File: config.mk
export PLATFORM = sky130hd
export DESIGN_NAME = serial_alu_ctrl
export DESIGN_NICKNAME = d
export VERILOG_FILES = /design/src/rtl/serial_alu_ctrl_pkg.sv /design/src/rtl/serial_alu_slice.sv /design/src/rtl/serial_alu_ctrl.sv
export SDC_FILE = /design/constraint.sdc
export NUM_CORES = 1
export LEC_CHECK = 0
export BUFFER_PORTS_ARGS = -buffer_cell sky130_fd_sc_hd__buf_2
export CORE_ASPECT_RATIO = 1.75
export CORE_MARGIN = 1.5
export CORE_UTILIZATION = 51
export CTS_CLUSTER_SIZE = 10
export DETAILED_ROUTE_END_ITERATION = 10
export PLACE_DENSITY = 0.77
export SETUP_SLACK_MARGIN = 0.3
export SLEW_MARGIN = 20
export SYNTH_ARGS = -nofsm -noshare
export SYNTH_HDL_FRONTEND = slang
export SYNTH_SLANG_ARGS = --single-unit
File: constraint.sdc
create_clock -name clk -period 2.22 [get_ports clk]
set_input_delay 0.444 -clock clk [delete_from_list [all_inputs] [get_ports clk]]
set_output_delay 0.444 -clock clk [all_outputs]
set_load 0.02 [all_outputs]
File: src/rtl/serial_alu_ctrl_pkg.sv
// Shared definitions for the bit-serial ALU controller: control codes,
// FSM state encoding and the per-op slice control decode.
package serial_alu_ctrl_pkg;

    localparam logic [3:0] ALU_AND = 4'b0000;
    localparam logic [3:0] ALU_OR  = 4'b0001;
    localparam logic [3:0] ALU_ADD = 4'b0010;
    localparam logic [3:0] ALU_SUB = 4'b0110;
    localparam logic [3:0] ALU_SLT = 4'b0111;
    localparam logic [3:0] ALU_NOR = 4'b1100;

    typedef enum logic [1:0] {
        IDLE   = 2'd0,
        RUN    = 2'd1,
        FINISH = 2'd2,
        DONE   = 2'd3
    } state_t;

    typedef struct packed {
        logic       legal;
        logic       a_inv;
        logic       b_inv;
        logic [1:0] op;
        logic       cin0;
        logic       slt;
        logic       arith;   // ADD/SUB: the only ops that report cout/overflow
    } slice_ctl_t;

    function automatic slice_ctl_t decode_ctl(input logic [3:0] code);
        slice_ctl_t c;
        c = '{legal: 1'b0, a_inv: 1'b0, b_inv: 1'b0, op: 2'b00,
              cin0: 1'b0, slt: 1'b0, arith: 1'b0};
        case (code)
            ALU_AND: begin c.legal = 1'b1; c.op = 2'b00; end
            ALU_OR:  begin c.legal = 1'b1; c.op = 2'b01; end
            ALU_ADD: begin c.legal = 1'b1; c.op = 2'b10; c.arith = 1'b1; end
            ALU_SUB: begin
                c.legal = 1'b1; c.b_inv = 1'b1; c.op = 2'b10;
                c.cin0 = 1'b1; c.arith = 1'b1;
            end
            ALU_SLT: begin
                c.legal = 1'b1; c.b_inv = 1'b1; c.op = 2'b10;
                c.cin0 = 1'b1; c.slt = 1'b1;
            end
            ALU_NOR: begin
                c.legal = 1'b1; c.a_inv = 1'b1; c.b_inv = 1'b1; c.op = 2'b00;
            end
            default: c.legal = 1'b0;
        endcase
        return c;
    endfunction

endpackage

File: src/rtl/serial_alu_slice.sv
// Combinational 1-bit ALU slice: optional operand inversion, full adder,
// and an AND/OR/SUM/LESS output mux (LESS is tied low in this design).
module serial_alu_slice (
    input  logic       a,
    input  logic       b,
    input  logic       a_inv,
    input  logic       b_inv,
    input  logic       cin,
    input  logic [1:0] op,
    output logic       result,
    output logic       cout,
    output logic       sum
);

    logic a_eff;
    logic b_eff;

    assign a_eff = a ^ a_inv;
    assign b_eff = b ^ b_inv;
    assign sum   = a_eff ^ b_eff ^ cin;
    assign cout  = (a_eff & b_eff) | (a_eff & cin) | (b_eff & cin);

    always_comb begin
        result = 1'b0;
        case (op)
            2'b00:   result = a_eff & b_eff;
            2'b01:   result = a_eff | b_eff;
            2'b10:   result = sum;
            default: result = 1'b0;
        endcase
    end

endmodule

File: src/rtl/serial_alu_ctrl.sv
// Bit-serial ALU controller: accepts an op, walks one slice over WIDTH
// cycles LSB first, then presents result and flags until consumed.
module serial_alu_ctrl
    import serial_alu_ctrl_pkg::*;
#(
    parameter int WIDTH = 32
) (
    input  logic             clk,
    input  logic             rst_n,
    input  logic             in_valid,
    output logic             in_ready,
    input  logic [WIDTH-1:0] src1,
    input  logic [WIDTH-1:0] src2,
    input  logic [3:0]       alu_control,
    output logic             out_valid,
    input  logic             out_ready,
    output logic [WIDTH-1:0] result,
    output logic             zero,
    output logic             cout,
    output logic             overflow
);

    localparam int CNT_W = $clog2(WIDTH);
    localparam logic [CNT_W-1:0] LAST = CNT_W'(WIDTH - 1);

    state_t           state, state_nxt;
    logic [WIDTH-1:0] src1_sr, src2_sr, res_sr;
    logic [3:0]       op_r;
    logic [CNT_W-1:0] cnt;
    logic             carry, cin_msb, msb_sum;
    slice_ctl_t       ctl;
    logic             sl_res, sl_cout, sl_sum;
    logic [WIDTH-1:0] fin_result;

    assign ctl = decode_ctl(op_r);

    serial_alu_slice u_slice (
        .a      (src1_sr[0]),
        .b      (src2_sr[0]),
        .a_inv  (ctl.a_inv),
        .b_inv  (ctl.b_inv),
        .cin    (carry),
        .op     (ctl.op),
        .result (sl_res),
        .cout   (sl_cout),
        .sum    (sl_sum)
    );

    always_ff @(posedge clk or negedge rst_n) begin
        if (!rst_n) state <= IDLE;
        else        state <= state_nxt;
    end

    always_comb begin
        state_nxt = state;
        in_ready  = 1'b0;
        out_valid = 1'b0;
        case (state)
            IDLE: begin
                in_ready = 1'b1;
                if (in_valid) state_nxt = RUN;
            end
            RUN:    if (cnt == LAST) state_nxt = FINISH;
            FINISH: state_nxt = DONE;
            DONE: begin
                out_valid = 1'b1;
                if (out_ready) state_nxt = IDLE;
            end
            default: state_nxt = IDLE;
        endcase
    end

    // In FINISH, carry holds the carry out of the MSB and cin_msb the carry into it.
    always_comb begin
        fin_result = res_sr;
        if (!ctl.legal)
            fin_result = '0;
        else if (ctl.slt)
            fin_result = {{(WIDTH-1){1'b0}}, msb_sum ^ (cin_msb ^ carry)};
    end

    always_ff @(posedge clk or negedge rst_n) begin
        if (!rst_n) begin
            src1_sr  <= '0;
            src2_sr  <= '0;
            res_sr   <= '0;
            op_r     <= '0;
            cnt      <= '0;
            carry    <= 1'b0;
            cin_msb  <= 1'b0;
            msb_sum  <= 1'b0;
            result   <= '0;
            zero     <= 1'b0;
            cout     <= 1'b0;
            overflow <= 1'b0;
        end else begin
            case (state)
                IDLE: if (in_valid) begin
                    src1_sr <= src1;
                    src2_sr <= src2;
                    op_r    <= alu_control;
                    cnt     <= '0;
                    carry   <= decode_ctl(alu_control).cin0;
                end
                RUN: begin
                    src1_sr <= {1'b0, src1_sr[WIDTH-1:1]};
                    src2_sr <= {1'b0, src2_sr[WIDTH-1:1]};
                    res_sr  <= {sl_res & ~ctl.slt, res_sr[WIDTH-1:1]};
                    carry   <= sl_cout;
                    cnt     <= cnt + CNT_W'(1);
                    if (cnt == LAST) begin
                        cin_msb <= carry;
                        msb_sum <= sl_sum;
                    end
                end
                FINISH: begin
                    result   <= fin_result;
                    zero     <= (fin_result == '0);
                    cout     <= ctl.arith & carry;
                    overflow <= ctl.arith & (cin_msb ^ carry);
                end
                default: ;
            endcase
        end
    end

endmodule

# After elaboration in Yosys (flattened, before gate mapping)
# Cells that the tools add are included.
# classes
addsub	1
eq_ne	16
muxes	24
n_bitwise	16
n_reduce_logical	14
# op_table
cell	n
two-way mux 32 bit	4
case mux 32 bit (2 select lines)	2
logical NOT 32 bit	1
== test 4 x 3 -> 1 bit, second input constant	4
case mux 5 bit (2 select lines)	1
two-way mux 1 bit	9
case mux 2 bit (4 select lines)	1
AND 1 bit	6
== test 2 bit, second input constant	3
two-way mux 2 bit	3
inequality test 2 bit, second input constant	3
AND reduction 2 bit	3
OR reduction 3 bit	2
OR reduction 6 bit	1
bitwise XOR 1 bit	6
adder 5 x 1 -> 5 bit, second input constant	1
== test 5 bit, second input constant	1
two-way mux 5 bit	1
== test 2 x 1 -> 1 bit, second input constant	2
== test 4 x 1 -> 1 bit, second input constant	1
== test 4 x 2 -> 1 bit, second input constant	1
== test 4 bit, second input constant	1
logical NOT 2 bit	2
logical NOT 4 bit	1
8 further kinds	11
# totals
ff_bits	145
inputBits	72
out_inout_bits	37

# Longest topological paths before layout
# depth
depth_word	8
ltp_mapped	10
mapped_depth_nobuf	9

# Cells and area by module
# From an unflattened synthesis, not the netlist that was laid out.
# hier_totals
cells_unflattened	595
hier_area_um2	6510.0
# modules_own_cells
mod	n_inst	cells_per_inst	area_per_inst_um2
serial_alu_ctrl	1	585	6417.4
serial_alu_slice	1	10	92.6

# Worst setup path after synthesis
# OpenSTA, ideal clock, no wires.
# synth_timing
kind	flip-flop to flip-flop
start	reg op_r[1]
end	reg res_sr[31]
setup_time_ps	122
t_arrival_ps	1960
required_ps	2098
slack_ps	138
path_stages_with_launch	9
synth_period_minus_slack_ps	2082
cell_sequence	dfrtp_1 buf_2 nor3b_1 o21ai_0 xnor2_1 fa_1 nor3_1 o21ai_0 a32o_1
# synth_via
elab_chain_cells	8
elab_cells_between_ends	23
cone_classes	7 x eq/ne; 5 x mux; 8 x bitwise; 3 x reduce/logical
# synth_rtl
element	line_no	source
start: declaration	serial_alu_ctrl.sv:28	logic [3:0] op_r;
start signal: assignment	serial_alu_ctrl.sv:101	op_r <= alu_control;
== test 4 bit (tied with other cells)	serial_alu_ctrl_pkg.sv:33	case (code)
OR reduction 3 bit (no line)	n/a	
two-way mux 1 bit	serial_alu_ctrl_pkg.sv:33	
bitwise XOR 1 bit	serial_alu_slice.sv:19	assign b_eff = b ^ b_inv;
bitwise XOR 1 bit (*) (2 in series)	serial_alu_slice.sv:20	assign sum = a_eff ^ b_eff ^ cin;
via sl_sum	serial_alu_ctrl.sv:32	logic sl_res, sl_cout, sl_sum;
case mux 1 bit (3 select lines) (*)	serial_alu_slice.sv:25	case (op)
AND 1 bit (*)	serial_alu_ctrl.sv:108	res_sr <= {sl_res & ~ctl.slt, res_sr[WIDTH-1:1]};
end signal: assignment	serial_alu_ctrl.sv:108	
end: declaration	serial_alu_ctrl.sv:27	logic [WIDTH-1:0] src1_sr, src2_sr, res_sr;
# The timed path passes the listed nets; every way through them passes the cells marked *.
# A chain may end at the register's enable or synchronous reset.

# Worst setup path in the final report
# layout_timing
start	reg op_r[0]
end	reg res_sr[31]
# The elaborated chain is that of the path after synthesis.

==> metrics list <==
- For hold timing, the worst endpoint is op_r[1]$_DFFE_PN0P_.
- The post-route netlist has 29.3% of its cells at a drive strength greater than 1.
- The number of max-slew violations in the final report came to 0.
* Netlist area before placement: 6470 um^2
- The worst register-to-register path ends at res_sr[31]$_DFFE_PN0P_.
- Result of the run: finished clean
- Sinks on Clock Net: 145
* Placement row count: 54
* Crit share post-route: 96.0%
- For this run, the slowest stage of the critical path takes 520 ps.
- Effective utilization at floorplan: 52.0%
- After detailed routing, the number of vias per cell comes to 5.26.
- Final setup violating endpoints: 0
- By area, the combinational part of the netlist is dominated by multiplexers.
* Clock-pin slew reported for the worst setup and hold paths after clock tree synthesis: 60 ps
- Once layout is complete, the cells apart from fillers number 889.
* RSZ-0062 raised after global routing: yes
- Minimum setup slack among reg-to-reg paths: 90 ps
* Sequential cell area in the final layout: 3630 um^2
- The tool flagged a number of max-cap violations equal to 0.
- Of the synthesized area, sequential elements account for 56.1%.
- Entering global routing, the biggest net connects 97 pins.
- The floorplan step defined a core boundary enclosing 12,400 um^2.
* Slowest CP cell: sky130_fd_sc_hd__fa_1
* FF+latch count, synth: 145
- Total Power: 0.0117 W
- Cell depth of the worst hold path: 2
- Overall die width: 88.1 um
- GRT Util Overall: 21.0%
- Synth Net Count: 677
* Peak fanout along the critical path: 4
- Number of enable-type register cells in the synthesized netlist: 0
- Setup total negative slack on the finished layout was measured at 0 ps.
- Ordered list of cells on the worst path: and4bb_4 > xnor2_2 > inv_1 > fa_1 > nor3_2 > o21ai_1 > a32o_1
- The routed design has 13,200 um of wire.
- Kind of start point of the critical path: register
- Compound-Gate Fraction of Synth Area: 10.4%
* Share of cell area taken by muxes after synthesis: 16.0%
- Once detail routing completed, the nets flagged for antenna violations numbered 0.
- After technology mapping, the gate count stands at 596.
- In this run the count of I/O pins placed on the die edge is 109.
- Wire length of the first global-routing pass: 22,400 um
- The number of cells on the worst reg-to-reg path is 7.
- The worst register-to-register path begins at op_r[0]$_DFFE_PN0P_.
- Power spread over the standard cell area amounts to 1460 nW/um^2.
- Counting flops with an async set or reset pin after synthesis yields a share of 100%.
- The wire-length estimate of the detail-placed layout is 8840 um.
- Inserted Clock Buffers: 17
- Warnings, synthesis: 0
* Simple-gate area share of the yosys netlist: 9.66%
* Count of routing violations after the opening detailed-route iteration: 152
- For this run, design rule violations remaining after detail routing come to 0.
- Required time of the worst setup path: 2510 ps
- The tightest min-delay check is of the in -> reg type.
- Final-stage net count: 790
- Arithmetic-cell share of the synthesized area counting full adders, half adders and majority gates: 1.86%
- Static leakage power: 3.81 nW
- In this run the tightest slew margin relative to its limit is 65.7%.
- CTS H-tree lvls: 4
- Slew @ Worst Pin: 514 ps
- TritonCTS built the clock tree.
- The startpoint identified for the worst hold timing path is alu_control[1].
- Buf/Inv on CP: 1
- Summed over all layers, the global routing overflow is 0.
- For this run, the leading register cell type out of synthesis is sky130_fd_sc_hd__dfrtp_1.
- The die covers 13,400 um^2.
* Wire length per cell after detailed routing: 14.9 um
- Mean cell area of the mapped netlist: 10.8 um^2
* Total area of multi-input combinational cells: 2540 um^2
- The worst setup path is captured at a register.
- Buffers from clock root to sink, at most: 2
- Layout area overhead: 23.3%
- Number of global-route vias before repair: 4,929
* Count of different cell masters after synthesis: 40
* Root buf cell: sky130_fd_sc_hd__clkbuf_16
* Worst voltage drop across the vdd grid: 0.796 mV
- 0 antenna diodes ended up in the layout.
* Count of input and output buffers: 108
* Area share of xor/xnor cells in the synthesized design: 0.542%
- Detailed routing inserted a total of 4,674 vias.
- Tmin final: 2130 ps
- Total instance count after detailed placement: 848
- For this run, the detailed router's first-pass iteration total came to 4.
* Gate family responsible for the most delay along the worst path: simple AND/OR/NAND/NOR gates
* Worst endpoint data arrival time: 2420 ps
- For the worst-skew pair, the clock arrives at the later sink with an insertion delay of 400 ps.
* Final hold viol count: 0
* Die span in y: 152 um
- The filler cells instantiated in the layout total 1,044.
* Layout Skew: 7.05 ps
- Placer's final routability congestion estimate: 0.775
- Setup Crit Path Kind: reg -> reg
- Achievable Freq: 469 MHz
- Antenna violations before repair: 0
where the power goes:
part | internal [W] | switching, W
sequential | 0.00359 | 0.000630
combinational | 0.00193 | 0.00248
clock | 0.00200 | 0.00104
flip-flops by register name (all words and copies together), names as in the netlist:
register,cells
res_sr,32
carry,1
overflow,1
cin_msb,1
result,32
msb_sum,1
state,2
op_r,4
src1_sr,32
cnt,5
cout,1
zero,1
src2_sr,32
cells in the mapped netlist (3+ instances only):
cell,count,area [um^2]
sky130_fd_sc_hd__ha_1,8,100
sky130_fd_sc_hd__inv_1,41,154
sky130_fd_sc_hd__a32o_1,3,30.0
sky130_fd_sc_hd__nand3_1,4,20.0
sky130_fd_sc_hd__nor2_1,3,11.3
sky130_fd_sc_hd__and3_1,3,18.8
sky130_fd_sc_hd__nand2_1,102,383
sky130_fd_sc_hd__buf_6,3,33.8
sky130_fd_sc_hd__clkbuf_1,7,26.3
sky130_fd_sc_hd__nor3_1,3,15.0
sky130_fd_sc_hd__nor4_1,8,50.1
sky130_fd_sc_hd__mux2i_1,63,631
sky130_fd_sc_hd__nor2b_1,5,31.3
sky130_fd_sc_hd__mux2_2,36,405
sky130_fd_sc_hd__o21ai_0,78,390
sky130_fd_sc_hd__dfrtp_1,145,3630
sky130_fd_sc_hd__buf_2,22,110
sky130_fd_sc_hd__o21ai_1,29,145
sky130_fd_sc_hd__nand4_1,3,18.8
sky130_fd_sc_hd__nor3b_1,3,22.5
sky130_fd_sc_hd__a31oi_1,3,18.8
cells by family after synthesis:
kind of cell | Yosys count
adder cells (fa/ha/maj) | 9
XOR/XNOR | 4
AO/OA/AOI/OAI | 123
multiplexers | 99
AND/OR/NAND/NOR | 139
buffers and inverters | 77
flip-flops | 145
worst max-delay path by stage:
stage	from	end	slack [ps]	cells after the start
final	op_r[0]$_DFFE_PN0P_	res_sr[31]$_DFFE_PN0P_	90	7
after global placement	op_r[0]$_DFFE_PN0P_	res_sr[31]$_DFFE_PN0P_	170	7
after CTS	op_r[0]$_DFFE_PN0P_	res_sr[31]$_DFFE_PN0P_	130	7
after detailed placement	op_r[0]$_DFFE_PN0P_	res_sr[31]$_DFFE_PN0P_	4	7
after global routing	op_r[0]$_DFFE_PN0P_	res_sr[31]$_DFFE_PN0P_	30	7
after floorplan	op_r[1]$_DFFE_PN0P_	res_sr[31]$_DFFE_PN0P_	200	8
cell usage in the layout, fill, tap and decap left out, types with 4 or more instances in the layout:
master | synthesis | routed
sky130_fd_sc_hd__dfrtp_1 | 145 | 143
sky130_fd_sc_hd__buf_2 | 22 | 106
sky130_fd_sc_hd__nand2_1 | 102 | 102
sky130_fd_sc_hd__o21ai_0 | 78 | 76
sky130_fd_sc_hd__mux2i_1 | 63 | 63
sky130_fd_sc_hd__inv_1 | 41 | 40
sky130_fd_sc_hd__mux2_2 | 36 | 36
sky130_fd_sc_hd__o21ai_1 | 29 | 30
sky130_fd_sc_hd__clkbuf_16 | 0 | 17
sky130_fd_sc_hd__buf_4 | 2 | 15
sky130_fd_sc_hd__nor4_1 | 8 | 8
sky130_fd_sc_hd__ha_1 | 8 | 7
sky130_fd_sc_hd__buf_12 | 0 | 6
sky130_fd_sc_hd__nor2b_1 | 5 | 4
sky130_fd_sc_hd__nand3_1 | 4 | 4
sky130_fd_sc_hd__clkbuf_8 | 0 | 4
sky130_fd_sc_hd__bufinv_16 | 0 | 4
repair_timing:
item | CTS | global route
gates cloned | 0 | 0
buffers inserted | 7 | 2
setup endpoints to repair | 3 | 3
hold buffers | 1 | 0
pin swaps | 1 | 0
endpoints found under the hold margin | 4 | 0
resized for setup | 8 | 3
metrics by stage:
step	cell area [um^2]	utilization [%]	setup slack, ps	hold WS (ps)
2_1_floorplan	6480	-	204	148
3_3_place_gp	7210	58.0	172	428
3_5_place_dp	7210	58.0	3.97	429
4_1_cts	7930	63.8	134	284
5_1_grt	7970	64.1	28.8	280
6_report	7970	64.1	88.6	299
per-layer routing:
layer	track usage, %	share of wire, %	vias to the layer above	routed length (um)
met5	0	0	-	0
met2	37.1	53	117	7040
met1	23.6	40	2273	5250
li1	-	-	2254	-
met4	7.37	2.8	0	368
met3	5.81	4.2	30	558
layout make-up:
type,instances,share of cell area [%]
Clock buffer,23,6.12
Clock inverter,8,1.88
Inverter,41,1.93
Multi-Input combinational cell,374,31.9
Sequential cell,145,45.5
Tap cell,168,2.64
Timing Repair Buffer,130,9.98
Note: power is estimated with default switching activity, not from simulation.
